==> config.mk <==
export PLATFORM = sky130hd
export DESIGN_NAME = pipe_reg
export DESIGN_NICKNAME = d
export VERILOG_FILES = /design/src/rtl/pipe_reg.sv
export SDC_FILE = /design/constraint.sdc
export NUM_CORES = 1
export LEC_CHECK = 0
export ABC_AREA = 1
export BUFFER_PORTS_ARGS = -buffer_cell sky130_fd_sc_hd__buf_4
export CORE_ASPECT_RATIO = 0.75
export CORE_MARGIN = 8
export CORE_UTILIZATION = 50
export DETAILED_ROUTE_END_ITERATION = 10
export PLACE_DENSITY = 0.74
export SLEW_MARGIN = 10
export SYNTH_ARGS = -nofsm -noshare
export SYNTH_HDL_FRONTEND = slang
export SYNTH_SLANG_ARGS = --single-unit
==> constraint.sdc <==
create_clock -name clk -period 3.4 [get_ports clk]
set_clock_uncertainty 0.1 [all_clocks]
set_input_delay 0.68 -clock clk [delete_from_list [all_inputs] [get_ports clk]]
set_output_delay 0.68 -clock clk [all_outputs]
set_load 0.01 [all_outputs]
==> src/rtl/pipe_reg.sv <==
// -----------------------------------------------------------------------------
// pipe_reg -- elastic pipeline register
//
// DEPTH stages of WIDTH-bit storage between two valid/ready interfaces. Items
// move forward whenever the stage ahead is empty or is itself moving, so
// bubbles collapse and a full pipe with a ready consumer streams one item per
// cycle. A synchronous flush drops every held item, and an occupancy count is
// kept in a register alongside the valid bits.
//
// Handshake: a transfer happens on a rising clock edge when valid and ready
// are both high in the preceding cycle. A producer holds valid (and its data)
// until the transfer. The ready output is combinational through the stage
// chain, so it may depend on out_ready in the same cycle.
//
// Parameters
//   WIDTH      data bits per stage (>= 1)
//   DEPTH      number of register stages (>= 1)
//   RESET_VAL  value loaded into every stage data register on reset
//
// Ports
//   clk        in   rising-edge clock
//   reset      in   asynchronous, active-low reset (0 = reset)
//   flush      in   synchronous clear of all stage valid bits
//   in_valid   in   upstream item present on in_data
//   in_ready   out  pipe can accept this cycle
//   in_data    in   upstream data, WIDTH bits
//   out_valid  out  last stage holds an item
//   out_ready  in   downstream accepts this cycle
//   out_data   out  last stage data (registered), WIDTH bits
//   count      out  number of occupied stages, 0..DEPTH
// -----------------------------------------------------------------------------
module pipe_reg #(
   parameter int                 WIDTH     = 8,
   parameter int                 DEPTH     = 2,
   parameter logic [WIDTH-1:0]   RESET_VAL = '0
) (
   input  logic                         clk,
   input  logic                         reset,
   input  logic                         flush,
   input  logic                         in_valid,
   output logic                         in_ready,
   input  logic [WIDTH-1:0]             in_data,
   output logic                         out_valid,
   input  logic                         out_ready,
   output logic [WIDTH-1:0]             out_data,
   output logic [$clog2(DEPTH+1)-1:0]   count
);

   localparam int CW = $clog2(DEPTH + 1);

   // Stage 0 is the input stage, stage DEPTH-1 drives the output.
   logic [DEPTH-1:0] v_q;
   logic [DEPTH-1:0] v_d;
   logic [WIDTH-1:0] d_q [DEPTH];
   logic [WIDTH-1:0] d_d [DEPTH];
   logic [CW-1:0]    count_q;
   logic [CW-1:0]    count_d;

   // free[k]: stage k can take a new item at the next edge.
   // move[k]: the item in stage k leaves it at the next edge.
   // load[k]: stage k captures a new item at the next edge.
   logic [DEPTH-1:0] free;
   logic [DEPTH-1:0] move;
   logic [DEPTH-1:0] load;
   logic             accept;

   // Ready chain, evaluated from the output stage back to the input stage so
   // that a draining consumer frees every stage of a full pipe in one cycle.
   always_comb begin : ready_chain
      free = '0;
      move = '0;
      move[DEPTH-1] = v_q[DEPTH-1] & out_ready;
      free[DEPTH-1] = ~v_q[DEPTH-1] | move[DEPTH-1];
      for (int k = DEPTH - 2; k >= 0; k--) begin
         move[k] = v_q[k] & free[k+1];
         free[k] = ~v_q[k] | move[k];
      end
   end

   // Held low during reset and during flush so nothing is captured then.
   assign in_ready = free[0] & ~flush & reset;
   assign accept   = in_valid & in_ready;

   // Stage k > 0 captures from stage k-1 exactly when stage k-1 moves. During
   // a flush the data registers keep their contents; only valid bits clear.
   always_comb begin : load_sel
      load    = '0;
      load[0] = accept;
      for (int k = 1; k < DEPTH; k++) begin
         load[k] = move[k-1] & ~flush;
      end
   end

   always_comb begin : next_state
      v_d     = '0;
      count_d = '0;
      for (int k = 0; k < DEPTH; k++) begin
         d_d[k] = d_q[k];
      end

      d_d[0] = load[0] ? in_data : d_q[0];
      for (int k = 1; k < DEPTH; k++) begin
         d_d[k] = load[k] ? d_q[k-1] : d_q[k];
      end

      // A stage stays valid unless its item leaves without a replacement.
      for (int k = 0; k < DEPTH; k++) begin
         v_d[k] = ~flush & (load[k] | (v_q[k] & ~move[k]));
      end

      for (int k = 0; k < DEPTH; k++) begin
         count_d = count_d + CW'(v_d[k]);
      end
   end

   always_ff @(posedge clk or negedge reset) begin : regs
      if (!reset) begin
         v_q     <= '0;
         count_q <= '0;
         for (int k = 0; k < DEPTH; k++) begin
            d_q[k] <= RESET_VAL;
         end
      end else begin
         v_q     <= v_d;
         count_q <= count_d;
         for (int k = 0; k < DEPTH; k++) begin
            d_q[k] <= d_d[k];
         end
      end
   end

   assign out_valid = v_q[DEPTH-1];
   assign out_data  = d_q[DEPTH-1];
   assign count     = count_q;

endmodule

==> metrics.md <==
| Metric | Value |
|---|---|
| Syn Nets | `110` |
| Post-route setup TNS | `0 ps` |
| Synth Area in Compound Gates | `0.0877` |
| Simple-Gate Fraction of Synth Area | `0.226` |
| Critical path required time | `2620 ps` |
| Setup slack, reg-to-reg | `1920 ps` |
| Placement Setup Slack | `1050 ps` |
| Crit path setup slack, layout | `1080 ps` |
| Synthesized cell area | `956 um^2` |
| Number of clock sinks | `20` |
| Die Y | `53.9 um` |
| Fraction of layout cells with a size suffix above 1 | `0.389` |
| RR Startpoint | `v_q[1]$_DFF_PN0_` |
| Vias in the first global route | `600` |
| Cell Rows | `13` |
| Sw Share | `0.277` |
| DRC errors left | `0` |
| CP Launch Type | `primary input` |
| Reg2Reg Depth | `4` |
| Pin count of the biggest net entering global routing | `23` |
| Gp weighted congestion | `0.750` |
| Initial DRT Pass Iterations | `4` |
| Final Slew Violations | `0` |
| Hold slack | `137 ps` |
| Gate power share | `0.226` |
| WL/cell | `12.4 um` |
| Via count | `632` |
| Routed WL | `1670 um` |
| CTS tree | `built` |
| Critical path peak fanout | `22` |
| Synth Area in Adders | `0.0131` |
| Post-Syn Area per Cell | `9.96 um^2` |
| Sequential share of power | `0.530` |
| Fill cell total of the finished layout | `164` |
| PostCTS Resize Cnt | `0` |
| Net switching power | `154 uW` |
| Status | `complete, no violations` |
| Inserted Clock Buffers | `3` |
| Vias per cell | `4.68` |
| Pint | `402 uW` |
| Synth unique cells | `15` |
| Crit Path Category | `primary input to output pin` |
| Warnings, synthesis | `0` |
| Overall Global Routing Usage | `0.101` |
| Final setup viols | `0` |
| Worst-Skew Late Latency | `300 ps` |
| Period utilisation layout | `0.683` |
| Tightest Pin Transition | `269 ps` |
| First-pass GRT wire length | `2700 um` |
| Leak | `0.000603 uW` |
| Largest family of logic cells by synthesized area | `simple AND/OR/NAND/NOR gates` |
| Antenna-violating nets left | `0` |
| Hold-fix buffers, CTS | `0` |
| Layout area overhead | `16.1%` |
| Remaining Overflow, GRT | `0` |
| Mux cell area share after synthesis | `0` |
| Initial detailed-routing violation count | `24` |
| Max_cap viols | `0` |
| Initial Util | `0.539` |
| Worst EP arrival | `1540 ps` |
| Die Width | `66.5 um` |
| Total power divided by cell area | `501 mW/mm^2` |
| Die Area | `0.00358 mm^2` |
| Top-level port count | `25` |
| Register area share after synthesis | `0.524` |
| Max clock buf depth | `2` |
| Finished Layout Cells | `135` |
| Worst hold path type | `primary input to async pin` |
| Placed cell count | `131` |
| Post-DP HPWL | `1240 um` |
| Worst vdd ir | `0.000327 V` |
| CP endpoint kind | `output pin` |
| Root Driver | `clkbuf_4` |
| Initial antenna violation count | `0` |
| Antenna Cells | `0` |
| Post-synthesis xor/xnor area fraction | `0` |
| Fin nets | `128` |
| Clock power frac | `0.244` |
| H-tree depth | `1` |
| Final Hold Violating Endpoints | `0` |
| Rel. slew slack | `0.821` |
| Cells after synthesis | `96` |
| RR Endpoint | `count[0]$_DFF_PN0_` |
| Clock slew at reported path FFs | `110 ps` |
| Fin crit period | `2320 ps` |
| FF+latch count, synth | `20` |
| Setup Fix Bufs, Post-CTS | `0` |
| RSZ-0062 raised after global routing | `false` |
| Core Area | `0.00177 mm^2` |
| I/O Buffers | `24` |
| Fmax | `0.431 GHz` |
[per-layer routing]
metal,vias to the layer above,GRT usage,share of wire,wire length [um]
met5,-,0,0,0
met4,0,0.0318,0.0078,13
li1,331,-,-,-
met3,2,0.0559,0.068,114
met2,13,0.165,0.49,821
met1,286,0.113,0.43,719
[cell usage in the layout, fill, tap and decap left out, drive strengths merged]
cell type,count
clkbuf,4
nand4,8
dfrtp,20
a21oi,1
nand2,28
nor2,1
buf,24
nand3,3
inv,14
ha,1
o21ai,9
[cell families (layout without fill, tap and decap cells)]
kind of cell	Yosys count	after routing
and+or+nand+nor	40	40
buffers and inverters	25	42
DFF	20	20
AOI/OAI and AO/OA	10	10
adders and majority gates	1	1
[final cells by class]
cell class	count	area (um^2)	share of cell area
flip-flops and latches	20	500	0.451
multi-input cells	51	313	0.282
repair buffers	24	180	0.162
inverters	14	52.6	0.0474
clock buffers	4	36.3	0.0327
well taps	22	27.5	0.0248
[flip-flops by register name (all words and copies together), names as in the netlist]
name	cells
d_q	8
count	2
out_data	8
v_q	2
[cell usage after synthesis]
cell     count  area share
nand4_1      8       0.052
nand3_4      2       0.037
buf_2        2       0.010
a21oi_1      1      0.0052
buf_4        8       0.063
ha_1         1       0.013
o21ai_2      9       0.082
nand3_2      1       0.010
dfrtp_1     20        0.52
nand2_2      2       0.013
buf_12       1       0.021
nor2_4       1       0.012
inv_2        1      0.0039
inv_1       13       0.051
nand2_1     26        0.10
[critical path, stage by stage]
cell and delay [ps]:
buf_4 250, inv_1 110, nor2_4 240, nand2_1 90, inv_1 60, buf_4 110
[how the worst max path moves through the flow]
| stage | startpoint | end | slack, ps | cells past startpoint |
|---|---|---|---|---|
| floorplan | out_ready | in_ready | 1480 | 5 |
| global placement | reset | in_ready | 1090 | 6 |
| detailed placement | reset | in_ready | 1050 | 6 |
| CTS | reset | in_ready | 1040 | 6 |
| global route | reset | in_ready | 930 | 6 |
| finish | reset | in_ready | 1080 | 6 |
[power groups by stage]
stage | registers, uW | clock network [uW] | logic [uW]
5_1_grt | 299 | 152 | 141
2_1_floorplan | 295 | 0 | 99.7
6_report | 295 | 136 | 126
4_1_cts | 295 | 141 | 129
3_3_place_gp | 298 | 0 | 125
3_5_place_dp | 300 | 0 | 129
[stage by stage]
stage | util | total power, uW | area [um^2]
after detailed placement | 0.606 | 429 | 1070
after global routing | 0.626 | 592 | 1110
after global placement | 0.606 | 424 | 1070
after CTS | 0.626 | 565 | 1110
final | 0.626 | 556 | 1110
after floorplan | - | 395 | 956
No activity file was read; power rests on OpenSTA's default activity.
